File: src/rtl/sprite_wr_if.sv
`default_nettype none
// ============================================================================
//  Module   : sprite_wr_if
//  Purpose  : CPU write port carrying sprite attribute updates into the
//             overlay engine's shadow bank.
//  Revision : 1.0
// ============================================================================
interface sprite_wr_if #(
    parameter int NUM_SPRITES = 4,
    parameter int COLOR_W     = 12,
    parameter int COORD_W     = 10
);
    localparam int ADDR_W = (NUM_SPRITES > 1) ? $clog2(NUM_SPRITES) : 1;
    localparam int DATA_W = 1 + COLOR_W + 2 * COORD_W;

    logic              wr_en;
    logic [ADDR_W-1:0] wr_addr;
    logic [DATA_W-1:0] wr_data;

    modport master (output wr_en, output wr_addr, output wr_data);
    modport slave  (input  wr_en, input  wr_addr, input  wr_data);
endinterface
`default_nettype wire

File: src/rtl/sprite_overlay_engine.sv
`default_nettype none
// ============================================================================
//  Module   : sprite_overlay_engine
//  Purpose  : Multi-sprite solid-colour overlay with per-frame atomic commit,
//             fixed-priority compositing and collision detection.
//  Revision : 1.0
// ============================================================================
module sprite_overlay_engine #(
    parameter int NUM_SPRITES = 4,
    parameter int COORD_W     = 10,
    parameter int CNT_W       = 11,
    parameter int COLOR_W     = 12,
    parameter int SPR_W       = 32,
    parameter int SPR_H       = 32,
    parameter int V_VISIBLE   = 480
) (
    input  wire logic               pixel_clk,
    input  wire logic               reset,
    input  wire logic [CNT_W-1:0]   hcount,
    input  wire logic [CNT_W-1:0]   vcount,
    input  wire logic               blank,
    input  wire logic               hsync_in,
    input  wire logic               vsync_in,
    sprite_wr_if.slave              wr,
    input  wire logic [COLOR_W-1:0] bg_color,
    output logic      [COLOR_W-1:0] color,
    output logic                    hsync,
    output logic                    vsync,
    output logic                    blank_out,
    output logic                    frame_tick,
    output logic                    collision
);
    localparam int ADDR_W = (NUM_SPRITES > 1) ? $clog2(NUM_SPRITES) : 1;
    localparam int DATA_W = 1 + COLOR_W + 2 * COORD_W;
    localparam int SUM_W  = ((COORD_W > CNT_W) ? COORD_W : CNT_W) + 1;

    localparam logic [ADDR_W:0]    c_num_slots = (ADDR_W + 1)'(NUM_SPRITES);
    localparam logic [SUM_W-1:0]   c_spr_w     = SUM_W'(SPR_W);
    localparam logic [SUM_W-1:0]   c_spr_h     = SUM_W'(SPR_H);
    localparam logic [CNT_W-1:0]   c_v_commit  = CNT_W'(V_VISIBLE);

    logic [DATA_W-1:0]      r_shadow   [NUM_SPRITES];
    logic [DATA_W-1:0]      r_active   [NUM_SPRITES];
    logic [COLOR_W-1:0]     r_color_s1 [NUM_SPRITES];
    logic [COLOR_W-1:0]     w_slot_color [NUM_SPRITES];
    logic [NUM_SPRITES-1:0] w_hit;
    logic [NUM_SPRITES-1:0] r_hit_s1;
    logic                   r_blank_s1, r_hsync_s1, r_vsync_s1;
    logic                   r_acc;
    logic [COLOR_W-1:0]     w_mux;
    logic                   w_commit, w_wr_ok, w_multi_hit;
    logic [SUM_W-1:0]       w_h_ext, w_v_ext;

    assign w_commit = (vcount == c_v_commit) && (hcount == '0);
    assign w_wr_ok  = wr.wr_en && ({1'b0, wr.wr_addr} < c_num_slots);
    assign w_h_ext  = SUM_W'(hcount);
    assign w_v_ext  = SUM_W'(vcount);

    // Widened sums keep sprites near the coordinate limit from wrapping to 0.
    for (genvar gi = 0; gi < NUM_SPRITES; gi++) begin : g_slot
        logic [SUM_W-1:0] w_x, w_y;
        logic             w_en;
        assign w_x  = SUM_W'(r_active[gi][COORD_W-1:0]);
        assign w_y  = SUM_W'(r_active[gi][2*COORD_W-1:COORD_W]);
        assign w_en = r_active[gi][DATA_W-1];
        assign w_slot_color[gi] = r_active[gi][2*COORD_W +: COLOR_W];
        assign w_hit[gi] = w_en
                        && (w_h_ext >= w_x) && (w_h_ext < w_x + c_spr_w)
                        && (w_v_ext >= w_y) && (w_v_ext < w_y + c_spr_h);
    end

    // Clearing the lowest set bit leaves something only when two or more hit.
    assign w_multi_hit = |(w_hit & (w_hit - NUM_SPRITES'(1)));

    // Active bank copies the pre-edge shadow, so a commit-cycle write lands a frame later.
    always_ff @(posedge pixel_clk) begin
        if (reset) begin
            for (int i = 0; i < NUM_SPRITES; i++) begin
                r_shadow[i] <= '0;
                r_active[i] <= '0;
            end
            r_acc      <= 1'b0;
            collision  <= 1'b0;
            frame_tick <= 1'b0;
        end else begin
            if (w_wr_ok) begin
                r_shadow[wr.wr_addr] <= wr.wr_data;
            end
            frame_tick <= w_commit;
            if (w_commit) begin
                r_active  <= r_shadow;
                collision <= r_acc;
                r_acc     <= 1'b0;
            end else if (!blank && w_multi_hit) begin
                r_acc <= 1'b1;
            end
        end
    end

    always_comb begin
        w_mux = bg_color;
        for (int i = NUM_SPRITES - 1; i >= 0; i--) begin
            if (r_hit_s1[i]) begin
                w_mux = r_color_s1[i];
            end
        end
        if (r_blank_s1) begin
            w_mux = '0;
        end
    end

    always_ff @(posedge pixel_clk) begin
        if (reset) begin
            for (int i = 0; i < NUM_SPRITES; i++) begin
                r_color_s1[i] <= '0;
            end
            r_hit_s1   <= '0;
            r_blank_s1 <= 1'b0;
            r_hsync_s1 <= 1'b0;
            r_vsync_s1 <= 1'b0;
            color      <= '0;
            hsync      <= 1'b0;
            vsync      <= 1'b0;
            blank_out  <= 1'b0;
        end else begin
            r_color_s1 <= w_slot_color;
            r_hit_s1   <= w_hit;
            r_blank_s1 <= blank;
            r_hsync_s1 <= hsync_in;
            r_vsync_s1 <= vsync_in;
            color      <= w_mux;
            hsync      <= r_hsync_s1;
            vsync      <= r_vsync_s1;
            blank_out  <= r_blank_s1;
        end
    end
endmodule
`default_nettype wire

File: src/flat_wrapper.sv
// flat-port wrapper written by rule: the top's interface ports become plain ports
module sprite_overlay_engine_flat 
#(
    parameter int NUM_SPRITES = 4,
    parameter int COORD_W     = 10,
    parameter int CNT_W       = 11,
    parameter int COLOR_W     = 12,
    parameter int SPR_W       = 32,
    parameter int SPR_H       = 32,
    parameter int V_VISIBLE   = 480
)
  (pixel_clk, reset, hcount, vcount, blank, hsync_in, vsync_in, bg_color, color, hsync, vsync, blank_out, frame_tick, collision, wr_wr_en, wr_wr_addr, wr_wr_data);
  sprite_wr_if #(.NUM_SPRITES(NUM_SPRITES), .COLOR_W(COLOR_W), .COORD_W(COORD_W)) wr_i ();
  input  wire logic pixel_clk;
  input  wire logic reset;
  input  wire logic [CNT_W-1:0] hcount;
  input  wire logic [CNT_W-1:0] vcount;
  input  wire logic blank;
  input  wire logic hsync_in;
  input  wire logic vsync_in;
  input  wire logic [COLOR_W-1:0] bg_color;
  output logic      [COLOR_W-1:0] color;
  output logic hsync;
  output logic vsync;
  output logic blank_out;
  output logic frame_tick;
  output logic collision;
  input wire logic [$bits(wr_i.wr_en)-1:0] wr_wr_en;
  input wire logic [$bits(wr_i.wr_addr)-1:0] wr_wr_addr;
  input wire logic [$bits(wr_i.wr_data)-1:0] wr_wr_data;
  assign wr_i.wr_en = wr_wr_en;
  assign wr_i.wr_addr = wr_wr_addr;
  assign wr_i.wr_data = wr_wr_data;
  sprite_overlay_engine #(.NUM_SPRITES(NUM_SPRITES), .COORD_W(COORD_W), .CNT_W(CNT_W), .COLOR_W(COLOR_W), .SPR_W(SPR_W), .SPR_H(SPR_H), .V_VISIBLE(V_VISIBLE)) u_core (.pixel_clk(pixel_clk), .reset(reset), .hcount(hcount), .vcount(vcount), .blank(blank), .hsync_in(hsync_in), .vsync_in(vsync_in), .wr(wr_i), .bg_color(bg_color), .color(color), .hsync(hsync), .vsync(vsync), .blank_out(blank_out), .frame_tick(frame_tick), .collision(collision));
endmodule
File: config.mk
export PLATFORM = sky130hd
export DESIGN_NAME = sprite_overlay_engine_flat
export DESIGN_NICKNAME = d
export VERILOG_FILES = /design/src/rtl/sprite_wr_if.sv /design/src/rtl/sprite_overlay_engine.sv /design/src/flat_wrapper.sv
export SDC_FILE = /design/constraint.sdc
export NUM_CORES = 1
export LEC_CHECK = 0
export BUFFER_PORTS_ARGS = -buffer_cell sky130_fd_sc_hd__clkbuf_2
export CAP_MARGIN = 25
export CORE_UTILIZATION = 50
export CTS_CLUSTER_SIZE = 24
export DETAILED_ROUTE_END_ITERATION = 7
export GPL_TIMING_DRIVEN = 0
export HOLD_SLACK_MARGIN = 0.08
export PLACE_DENSITY = 0.64
export SYNTH_ARGS = -nofsm -noshare
export SYNTH_HDL_FRONTEND = slang
export SYNTH_SLANG_ARGS = --single-unit
File: constraint.sdc
create_clock -name pixel_clk -period 2.6 [get_ports pixel_clk]
set_input_delay 0.13 -clock pixel_clk [delete_from_list [all_inputs] [get_ports pixel_clk]]
set_output_delay 0.13 -clock pixel_clk [all_outputs]
set_load 0.02 [all_outputs]
==> run_results.csv <==
group,metric,value,unit
status,status,"finished clean",
critical_path,crit_buf_inv,0,
yosys,ys_types,51,
die,start_util,50.9,%
power_and_ir_drop,switching_share,24.2,%
sta,finalHoldViolations,0,
grt,overflow,0,
yosys,async_flop_share,0,%
yosys,synth-seq-area-share,44.6,%
power_and_ir_drop,pwr-share-clk,44.3,%
cells_and_area,nFillCells,2721,
sta,finalCritPeriodShare,96.1,%
critical_path,setup.worst_path.end_class,"register",
sta,drv_slew,0,
sta,worst_pin_slew,942,ps
detailed_routing,routed_via_density,5.41,
clock_network,clkSinkCount,337,
sta,rsz0062_at_grt,"true",
power_and_ir_drop,p_int,8.32,mW
sta,setup_ws,102,ps
cells_and_area,final_common_cell,"nand2_1",
power_and_ir_drop,p_per_area,616,mW/mm2
die,dieArea,0.0310,mm2
sta,setup_violations,0,
critical_path,crit_required,3050,ps
sta,timing.fmax,400,MHz
detailed_routing,drtIter0Drc,1071,
yosys,synth_nets,2117,
sta,clock-skew-final,13.2,ps
sta,finalSetupTns,0,ps
critical_path,crit_arrival,2950,ps
detailed_routing,avgRoutedWirePerCell,17.9,um
placed_design,hpwl,33100,um
min_path,hold_class,"in -> reg",
detailed_routing,vias,13500,
clock_network,max-clock-path-buffers,3,
yosys,synth_flop_cell,"dfxtp_1",
yosys,synth_edf_count,0,
cells_and_area,area_delta_synth_final,17.8,%
grt,use_met2,46.0,%
critical_path,worst_path_largest_cell_delay,380,ps
cells_and_area,fin_nets,2293,
clock_network,insertion_delay,520,ps
grt,met3_usage,3.45,%
grt,grt_antenna_before_repair,1,
power_and_ir_drop,combPwrFrac,7.7,%
critical_path,r2r_start,"u_core.g_slot[2].w_y[6]",
die,coreArea,0.0297,mm2
cells_and_area,layout-drive-gt1-share,9.94,%
placed_design,pre_cts_ws,-373,ps
clock_network,clkTransAtPathRegs,60,ps
yosys,syn_inst,1906,
grt,grt_pass1_vias,12800,
clock_network,cts-root-buf,"clkbuf_16",
critical_path,start_kind,"register",
power_and_ir_drop,power.total,11.0,mW
yosys,synth_warnings,0,
clock_network,htree_num_levels,2,
critical_path,cp_max_fo,3,
critical_path,worstPathCellList,"ha_4 > nand3_4 > xnor2_2 > ha_1 > a21o_1 > a22oi_1 > nand3_1 > nor3_2 > nand4_1 > nor4_2 > o31ai_2 > o21ai_1",
grt,grt_most_used_layer,"met2",
placed_design,portBuffers,90,
detailed_routing,drt_first_pass_iters,6,
critical_path,critPathKind,"reg -> reg",
clock_network,numCtsBuffers,36,
critical_path,crit_start,"u_core.g_slot[2].w_y[6]",
power_and_ir_drop,seqPwrFrac,48.1,%
detailed_routing,drc_errors,0,
power_and_ir_drop,ir_worst_vdd,453,uV
grt,grt_max_degree,15,
sta,slew_headroom,37.2,%
yosys,ys_ff_latch,337,
detailed_routing,postRouteAntennaNets,0,
grt,grt.total_usage,28.9,%
die,die_h,176,um
grt,met1_usage,40.7,%
power_and_ir_drop,p_sw,2.66,mW
cells_and_area,diodes,0,
die,die_w,176,um
job,cap_violations,0,
grt,grt_pass1_wl,68900,um
clock_network,cts_tree,"done",
yosys,synthesis.area,0.0151,mm2
critical_path,path_delay_family,"simple AND/OR/NAND/NOR gates",
min_path,hp-start,"wr_wr_addr[0]",
critical_path,crit_slowest_cell,"dfxtp_4",
yosys,syn-mean-instance-area,7.94,um2
detailed_routing,wl,44700,um
sta,period_minus_slack,2500,ps
placed_design,placed_area,0.0161,mm2
cells_and_area,finalInstanceArea,0.0178,mm2
cells_and_area,final_cell_mix,"nand2_1 (549), a21oi_1 (342), dfxtp_1 (325)",
power_and_ir_drop,p_leak,6.46,nW
die,row_count,63,
cells_and_area,utilization,60.0,%
placed_design,gp_congestion,0.901,
die,io_pins,92,
[path summary, 6_finish.rpt]
kind                                   to  slack, ps  cells after the start
setup / recovery             u_core.r_acc        100                     12
hold / removal        u_core.r_shadow[98]        170                      5
setup reg to reg             u_core.r_acc        100                     12
hold reg to reg   u_core.g_slot[3].w_x[7]        440                      2
[kinds of logic after synthesis]
| family | synth area share [%] |
|---|---|
| compound gates | 15.1 |
| buf+inv | 4.91 |
| simple gates | 22.0 |
| flops | 44.6 |
| fa+ha+maj | 11.2 |
| xor+xnor | 1.39 |
| mux | 0.794 |
[metal layers]
layer  part of all wire [%]  wire [um]
met3                    6.2       2750
met4                    3.2       1410
met5                      0          0
met1                     47      20900
met2                     44      19700
[flip-flops by register name, summed over array words and instances (netlist names)]
name	cells
u_core.color	12
u_core.r_acc	1
u_core.vsync	1
u_core.r_vsync_s1	1
u_core.collision	1
u_core.g_slot.w_en	4
u_core.r_hsync_s1	1
u_core.g_slot.w_y	40
u_core.r_color_s1	48
u_core.r_shadow	132
u_core.g_slot.w_x	40
u_core.r_blank_s1	1
u_core.r_active	48
u_core.r_hit_s1	4
u_core.blank_out	1
u_core.frame_tick	1
u_core.hsync	1
[power by group through the flow]
| stage | sequential, mW | clock (mW) | combinational [mW] |
|---|---|---|---|
| final | 5.28 | 4.86 | 0.840 |
| after global routing | 5.28 | 5.14 | 0.927 |
| after CTS | 5.28 | 4.92 | 0.824 |
| after detailed placement | 5.40 | 0 | 0.771 |
| after global placement | 5.39 | 0 | 0.752 |
| after floorplan | 5.40 | 0 | 0.423 |
[worst register-to-register path, stage by stage (launching register included)]
cell and delay (ps):
dfxtp_4 380, ha_4 160, nand3_4 80, xnor2_2 160, ha_1 310, a21o_1 160, a22oi_1 160, nand3_1 110
nor3_2 120, nand4_1 210, nor4_2 310, o31ai_2 110, o21ai_1 140
[timing repair]
| action | in CTS | in global routing |
|---|---|---|
| pin swaps | 3 | 19 |
| gates resized for setup | 17 | 37 |
| setup endpoints to repair | 3 | 5 |
| hold buffers | 37 | 0 |
| setup buffers | 3 | 6 |
| endpoints found under the hold margin | 138 | 0 |
[synthesized netlist by cell type, drive strengths merged (4+ instances only)]
cell type  count  area share, %
nor2          74            1.8
nand3         37            1.2
inv           87            2.2
o211ai        11           0.55
nand2b         5           0.21
a2111oi        4           0.23
a21oi        345             11
o31ai          4           0.20
or2            4           0.17
and3           4           0.17
a21o          13           0.64
nand4         11           0.45
a211oi         7           0.35
nor2b         64            2.6
nor4           8           0.43
dfxtp        337             45
nand2        549             14
buf           16           0.62
mux2i         12           0.79
xnor2         24            1.4
o21ai         21           0.69
nor3          13           0.43
clkbuf        86            2.1
ha           136             11
[final cells by class]
cell class / instances / area, um2 / share of cell area (%)
multi-input cells: 1380 / 7800 / 43.8
flip-flops and latches: 337 / 6780 / 38.0
clock buffers: 48 / 996 / 5.59
repair buffers: 138 / 916 / 5.14
well taps: 390 / 488 / 2.74
plain buffers: 102 / 417 / 2.34
inverters: 87 / 327 / 1.83
clock inverters: 11 / 100 / 0.561
[per-stage QoR]
step           hold WS [ps]  instances
2_1_floorplan           258       1906
3_3_place_gp            341       2386
3_5_place_dp            349       2388
4_1_cts                 166       2487
5_1_grt                 248       2493
6_report                168       2493
Note: power is estimated with default switching activity, not from simulation.
